$ cat config.mk
export PLATFORM = sky130hd
export DESIGN_NAME = adder_wb_collector
export DESIGN_NICKNAME = d
export VERILOG_FILES = /design/src/rtl/adder_wb_collector.sv
export SDC_FILE = /design/constraint.sdc
export NUM_CORES = 1
export LEC_CHECK = 0
export CORE_UTILIZATION = 53
export CTS_CLUSTER_SIZE = 10
export DETAILED_ROUTE_END_ITERATION = 10
export PLACE_DENSITY = 0.74
export SKIP_LAST_GASP = 1
export SLEW_MARGIN = 20
export SYNTH_ARGS = -nofsm -noshare
export SYNTH_HDL_FRONTEND = slang
export SYNTH_SLANG_ARGS = --single-unit
export TNS_END_PERCENT = 50
$ cat constraint.sdc
create_clock -name clk -period 5.5 [get_ports clk]
set_input_delay 1.1 -clock clk [delete_from_list [all_inputs] [get_ports clk]]
set_output_delay 1.1 -clock clk [all_outputs]
set_load 0.01 [all_outputs]
$ cat src/rtl/adder_wb_collector.sv
`default_nettype none
// ============================================================================
//  Module   : adder_wb_collector
//  Purpose  : Tracks destination registers alongside a fixed-latency adder and
//             buffers its results for valid/ready register-file writeback.
//  Revision : 1.0  initial release
// ============================================================================
module adder_wb_collector #(
    parameter int DEPTH      = 3,
    parameter int FIFO_DEPTH = 4
) (
    input  logic                          clk,
    input  logic                          reset,
    input  logic                          issue_valid,
    output logic                          issue_ready,
    input  logic [4:0]                    issue_rd,
    input  logic                          flush,
    input  logic [31:0]                   result_in,
    output logic                          wb_valid,
    input  logic                          wb_ready,
    output logic [4:0]                    wb_rd,
    output logic [31:0]                   wb_data,
    output logic [$clog2(FIFO_DEPTH):0]   occupancy
);

    localparam int AW = $clog2(FIFO_DEPTH);
    localparam int OW = AW + 1;
    localparam int CW = $clog2(DEPTH + 1);
    localparam int SW = OW + CW;

    logic [DEPTH-1:0]    r_tag_v;
    logic [4:0]          r_tag_rd [DEPTH];
    logic [36:0]         r_mem    [FIFO_DEPTH];
    logic [AW-1:0]       r_wr_ptr;
    logic [AW-1:0]       r_rd_ptr;
    logic [OW-1:0]       r_occ;
    logic [4:0]          r_wb_rd;
    logic [31:0]         r_wb_data;

    logic [CW-1:0]       w_inflight;
    logic [SW-1:0]       w_credit_sum;
    logic                w_accept;
    logic                w_capture;
    logic                w_full;
    logic                w_push;
    logic                w_pop;
    logic [AW-1:0]       w_rd_ptr_nxt;
    logic [OW-1:0]       w_occ_nxt;

    always_comb begin
        w_inflight = '0;
        for (int j = 0; j < DEPTH; j++) begin
            w_inflight = w_inflight + CW'(r_tag_v[j]);
        end
    end

    // Credits count both buffered entries and ops still inside the adder, so a
    // capture can never find the buffer full.
    assign w_credit_sum = SW'(r_occ) + SW'(w_inflight);
    assign issue_ready  = (w_credit_sum < SW'(FIFO_DEPTH));
    assign w_accept     = issue_valid & issue_ready;

    assign w_capture    = r_tag_v[DEPTH-1] & (r_tag_rd[DEPTH-1] != 5'd0);
    assign w_full       = (r_occ == OW'(FIFO_DEPTH));
    assign w_push       = w_capture & ~w_full;
    assign wb_valid     = (r_occ != '0);
    assign w_pop        = wb_valid & wb_ready;

    assign w_rd_ptr_nxt = w_pop ? r_rd_ptr + AW'(1) : r_rd_ptr;
    assign w_occ_nxt    = r_occ + OW'(w_push) - OW'(w_pop);

    assign occupancy    = r_occ;
    assign wb_rd        = r_wb_rd;
    assign wb_data      = r_wb_data;

    always_ff @(posedge clk or negedge reset) begin
        if (!reset) begin
            r_tag_v <= '0;
            for (int j = 0; j < DEPTH; j++) begin
                r_tag_rd[j] <= 5'd0;
            end
        end else begin
            // Flush squashes every in-flight op, including the one accepted now.
            r_tag_v[0]  <= w_accept & ~flush;
            r_tag_rd[0] <= issue_rd;
            for (int j = 1; j < DEPTH; j++) begin
                r_tag_v[j]  <= r_tag_v[j-1] & ~flush;
                r_tag_rd[j] <= r_tag_rd[j-1];
            end
        end
    end

    always_ff @(posedge clk) begin
        if (w_push) begin
            r_mem[r_wr_ptr] <= {r_tag_rd[DEPTH-1], result_in};
        end
    end

    always_ff @(posedge clk or negedge reset) begin
        if (!reset) begin
            r_wr_ptr  <= '0;
            r_rd_ptr  <= '0;
            r_occ     <= '0;
            r_wb_rd   <= 5'd0;
            r_wb_data <= 32'd0;
        end else begin
            if (w_push) begin
                r_wr_ptr <= r_wr_ptr + AW'(1);
            end
            r_rd_ptr <= w_rd_ptr_nxt;
            r_occ    <= w_occ_nxt;
            // Registered head: a push landing on the next head slot is forwarded
            // because the memory write is not yet visible.
            if (w_occ_nxt != '0) begin
                if (w_push && (r_wr_ptr == w_rd_ptr_nxt)) begin
                    r_wb_rd   <= r_tag_rd[DEPTH-1];
                    r_wb_data <= result_in;
                end else begin
                    {r_wb_rd, r_wb_data} <= r_mem[w_rd_ptr_nxt];
                end
            end
        end
    end

    a_no_overflow: assert property (@(posedge clk) disable iff (!reset)
        !(w_capture && w_full));

endmodule
`default_nettype wire

# Yosys cells after proc, flatten, opt, wreduce, memory -nomap -nowiden
# Memory sizes are Yosys's and may differ from the RTL's. A register that Yosys moved wholly into a read port is not among the register bits.
# Index checks and enable logic that the tools add are counted.
# totals
ff_bits	25
ramBits	148
in_bits	42
wordCells	33
memories	1
# mem_list
name	words	width	rd	rd_clocked_by_memory_dff	write_ports	line_no	rtl
r_mem	4	37	1	1	1	33	logic [36:0] r_mem [FIFO_DEPTH];
# op_classes
add_sub_neg	7
n_lt_le_gt_ge	1
n_eq_ne	1
mux	3
n_bitwise	9
n_reduce_logical	4
# ops
cell	count
$and A1 B1 Y1	7
$reduce_bool A3 Y1	2
$reduce_bool A5 Y1	1
$add A2 B1 Y2 const B	2
$add A3 B2 Y4	1
$lt A4 B3 Y1 const B	1
$add A3 B1 Y3	1
$eq A3 B3 Y1 const B	1
$sub A3 B1 Y3	1
$add A1 B1 Y2	1
$add A2 B1 Y2	1
$mux W1	2
$mux W2	1
$not A1 Y1	2
$logic_not A1 Y1	1

# Logic depth before layout (Yosys ltp)
# logic_depth
ltp_word	6
ltp_mapped	15
depth_no_buf	12

# Worst setup path after synthesis
# Ideal clock, no wire load.
# synth_path
path_type	input to register
from	in wb_ready
to	reg r_wb_data[25] (netlist: wb_data[25]), read port of r_mem
setup_ns	0.141
t_arrival_ns	3.655
setup_slack_ns	1.704
cell_stages	15
n_path_buf	4
cell_sequence	o31ai_4 inv_2 buf_2 buf_1 ha_1 inv_1 ha_1 fa_1 xor2_1 xnor2_1 or3_1 clkbuf_1 clkbuf_1 nor2_1 a31oi_1
# synth_via
elab_chain_len	3
word_cells_on_any_way	4
cone_classes	add/sub (1); mux (1); bitwise (1); reduce/logical (1)
# synth_rtl
element	line_no	rtl
start, declared	20	input logic wb_ready,
$and A1 B1 Y1	67	assign w_pop = wb_valid & wb_ready;
$sub A3 B1 Y3	70	assign w_occ_nxt = r_occ + OW'(w_push) - OW'(w_pop);
named net w_occ_nxt[2]	48	logic [OW-1:0] w_occ_nxt;
$reduce_bool A3 Y1	114	if (w_occ_nxt != '0) begin
end, declared	38	logic [31:0] r_wb_data;
# The timed path passes the listed nets, and every way through them passes these cells.
# A chain may end at the register's enable or synchronous reset.

# Worst setup path in the final report
# layout_path
from	in wb_ready
to	reg r_wb_data[19] (netlist: wb_data[19]), read port of r_mem
# Same word-level chain as after synthesis.

==> impl_metrics.toml <==
[status]
status = "complete, no violations"

[pwr]
internal-power_mw = 3.81
pwr-share-seq_pct = 37.9
power.density_nw_per_um2 = 522
p_sw_share_pct = 33.7
power.leakage_nw = 3.75
p_total_mw = 5.75
pwr-share-clk_pct = 24.7
p_sw_mw = 1.94
p_comb_share_pct = 37.5
ir_drop_v = 0.000490

[timing]
hold_viol = 0
slew_headroom_pct = 26.1
fin_worst_skew_ns = 0.00966
fin_crit_sh_pct = 72.0
setup_violations = 0
final.setup.tns_ns = 0
fmax_mhz = 253
slew_viol_final = 0
period_needed_ns = 3.96
rsz0062_at_grt = "false"
worst_pin_slew_ns = 1.11

[clocking]
cts.root.buffer_cell = "clkbuf_16"
post-cts-setup-buffers = 0
clock_path_buffers = 3
path_clk_slew_ns = 0.06
cts.sinks = 210
clock_latency_ns = 0.50
cts_resized = 0
cts_buffers = 24
htree_levels = 1
hold_buffers = 0
cts_tree = "done"

[worst_setup_path]
ff2ff_path_depth = 13
required_ns = 5.82
critPathLaunchType = "input port"
cp-end-kind = "flop"
crit_fanout = 74
crit_type = "input port to flop"
crit_arrival_ns = 4.28

[synthesis]
synth_cells = 737
synth_xor_area_share_pct = 0.888
syn_avg_cell_area_um2 = 12.8
synth_nets = 788
synthAdderAreaFrac_pct = 1.35
yosys.area_share.simple_pct = 12.8
synth.yosys.warnings = 0
synth_mux_area_share_pct = 4.41
synth-edff-count = 148
ys.flop_type = "edfxtp_1"
synth_compound_area_share_pct = 13.3
async_reset_ff_share_pct = 29.5
synth_top_family_by_area = "compound AO/OA/AOI/OAI gates"
synth_common_cells = "edfxtp_1 (148), nor2_1 (78), dfrtp_1 (62)"
yosys-top-cells-area = "edfxtp_1 (47%), dfrtp_1 (16%), mux2_2 (4.4%)"
synth_top_area_cell = "edfxtp_1"
synth_cell_types = 32
yosysMostFrequentCell = "edfxtp_1"
synth_top_area_share_pct = 47.1
syn_area_um2 = 9440
synth-seq-area-share_pct = 63.5
ys_ff_latch = 210

[global_routing]
use_met1_pct = 30.2
antenna_found_initial = 1
grt_pass1_vias = 6470
grt_pass1_wl_um = 33000
met2_usage_pct = 38.7
grt_max_degree = 109
grt_usage_pct = 23.0
grt_overflow = 0
top_usage_layer = "met2"
met3_usage_pct = 3.52

[worst_hold_path]
hold_class = "flop to flop"
hold_depth = 0

[layout]
area_growth_pct = 16.8
nets = 836
fillers = 1238
final_layout_size_suffix_gt1_share_pct = 10.5
n_antenna_cell = 0

[placement]
io_buffers = 83
gp_congestion = 0.732
dp_hpwl_um = 11300

[floorplanning]
row_count = 48
dieArea_um2 = 18300
fp.dieW_um = 135
io_pins = 84
die_y_um = 135
start_util_pct = 54.4
core_um2 = 17400

[route]
routedWlPerCell_um = 20.3
drtPass1Iterations = 5
vias_per_cell = 6.38
drt-initial-drc-count = 603
vias = 6562
wirelength_um = 20900
drc = 0
ant_nets = 0

[flow_run]
drv_cap = 0
[state kept, by name (all words and copies together) (netlist names)]
signal / flops
occupancy: 3
r_mem: 148
r_rd_ptr: 2
r_tag_rd: 15
r_tag_v: 3
r_wr_ptr: 2
wb_data: 32
wb_rd: 5
[power by group through the flow]
| stage | logic, mW | registers [mW] | clock network [mW] |
|---|---|---|---|
| floorplan | 1.53 | 2.13 | 0 |
| global placement | 2.04 | 2.19 | 0 |
| detailed placement | 2.15 | 2.21 | 0 |
| CTS | 2.16 | 2.18 | 1.44 |
| global route | 2.37 | 2.21 | 1.50 |
| finish | 2.16 | 2.18 | 1.42 |
[path summary, 6_finish.rpt]
kind / start / endpoint / slack, ns
worst max-delay path: wb_ready / wb_data[19]$_DFFE_PN0P_ / 1.54
worst min-delay path: r_tag_rd[6]$_DFF_PN0_ / r_tag_rd[1]$_DFF_PN0_ / 0.34
worst max register to register: occupancy[1]$_DFF_PN0_ / wb_data[19]$_DFFE_PN0P_ / 1.69
worst min register to register: r_tag_rd[6]$_DFF_PN0_ / r_tag_rd[1]$_DFF_PN0_ / 0.34
max in group asynchronous: reset / r_rd_ptr[0]$_DFF_PN0_ / 4.12
min in group asynchronous: reset / r_tag_rd[12]$_DFF_PN0_ / 0.71
[layout make-up]
| class | instances | area [um^2] | area share [%] |
|---|---|---|---|
| sequential | 210 | 6000 | 54.5 |
| multi-input combinational | 446 | 3100 | 28.1 |
| timing repair buffer | 92 | 896 | 8.13 |
| clock buffer | 44 | 697 | 6.32 |
| tap | 225 | 282 | 2.55 |
| inverter | 11 | 43.8 | 0.397 |
[layer usage]
metal / part of all wire, % / vias up
li1: - / 2956
met1: 42 / 3322
met2: 51 / 248
met3: 5.7 / 34
met4: 1.8 / 2
met5: 0.057 / -
[per-stage QoR]
step / hold slack (ns) / setup WS [ns] / instances / cell area, um^2 / utilization, %
after global placement: 0.334 / 1.16 / 984 / 10300 / 59.5
after global routing: 0.355 / 1.35 / 1028 / 11000 / 63.5
after floorplan: 0.331 / 1.70 / 737 / 9440 / -
after CTS: 0.346 / 1.54 / 1028 / 11000 / 63.5
after detailed placement: 0.335 / 1.06 / 984 / 10300 / 59.5
final: 0.343 / 1.54 / 1028 / 11000 / 63.5
[layout by cell type, fill, tap and decap left out, types with 7 or more instances in the layout]
master,count
a221o_1,37
a31oi_1,37
buf_4,10
clkbuf_1,19
clkbuf_16,25
clkdlybuf4s50_1,82
dfrtp_1,60
edfxtp_1,148
ha_1,7
inv_1,10
mux2_2,37
nand2_1,39
nand3b_1,37
nor2_1,78
nor3_1,39
o221ai_1,37
o31ai_1,37
or3_1,38
[critical path, cell delays in order]
cell and delay, ns:
clkdlybuf4s50_1 0.52, o31ai_4 0.10, inv_4 0.33, ha_1 0.18
inv_1 0.04, ha_1 0.18, fa_1 0.37, xor2_1 0.18
xnor2_1 0.16, or3_2 0.42, buf_4 0.38, nor2_1 0.21
a31oi_1 0.07
[cells by family (layout without fill, tap and decap cells)]
family,count (synthesis),count (layout)
and+or+nand+nor,240,240
DFF,210,210
AOI/OAI and AO/OA,152,152
buffers and inverters,81,147
muxes,37,37
adders and majority gates,9,9
xor gates and xnor gates,8,8
Note: power is estimated with default switching activity, not from simulation.
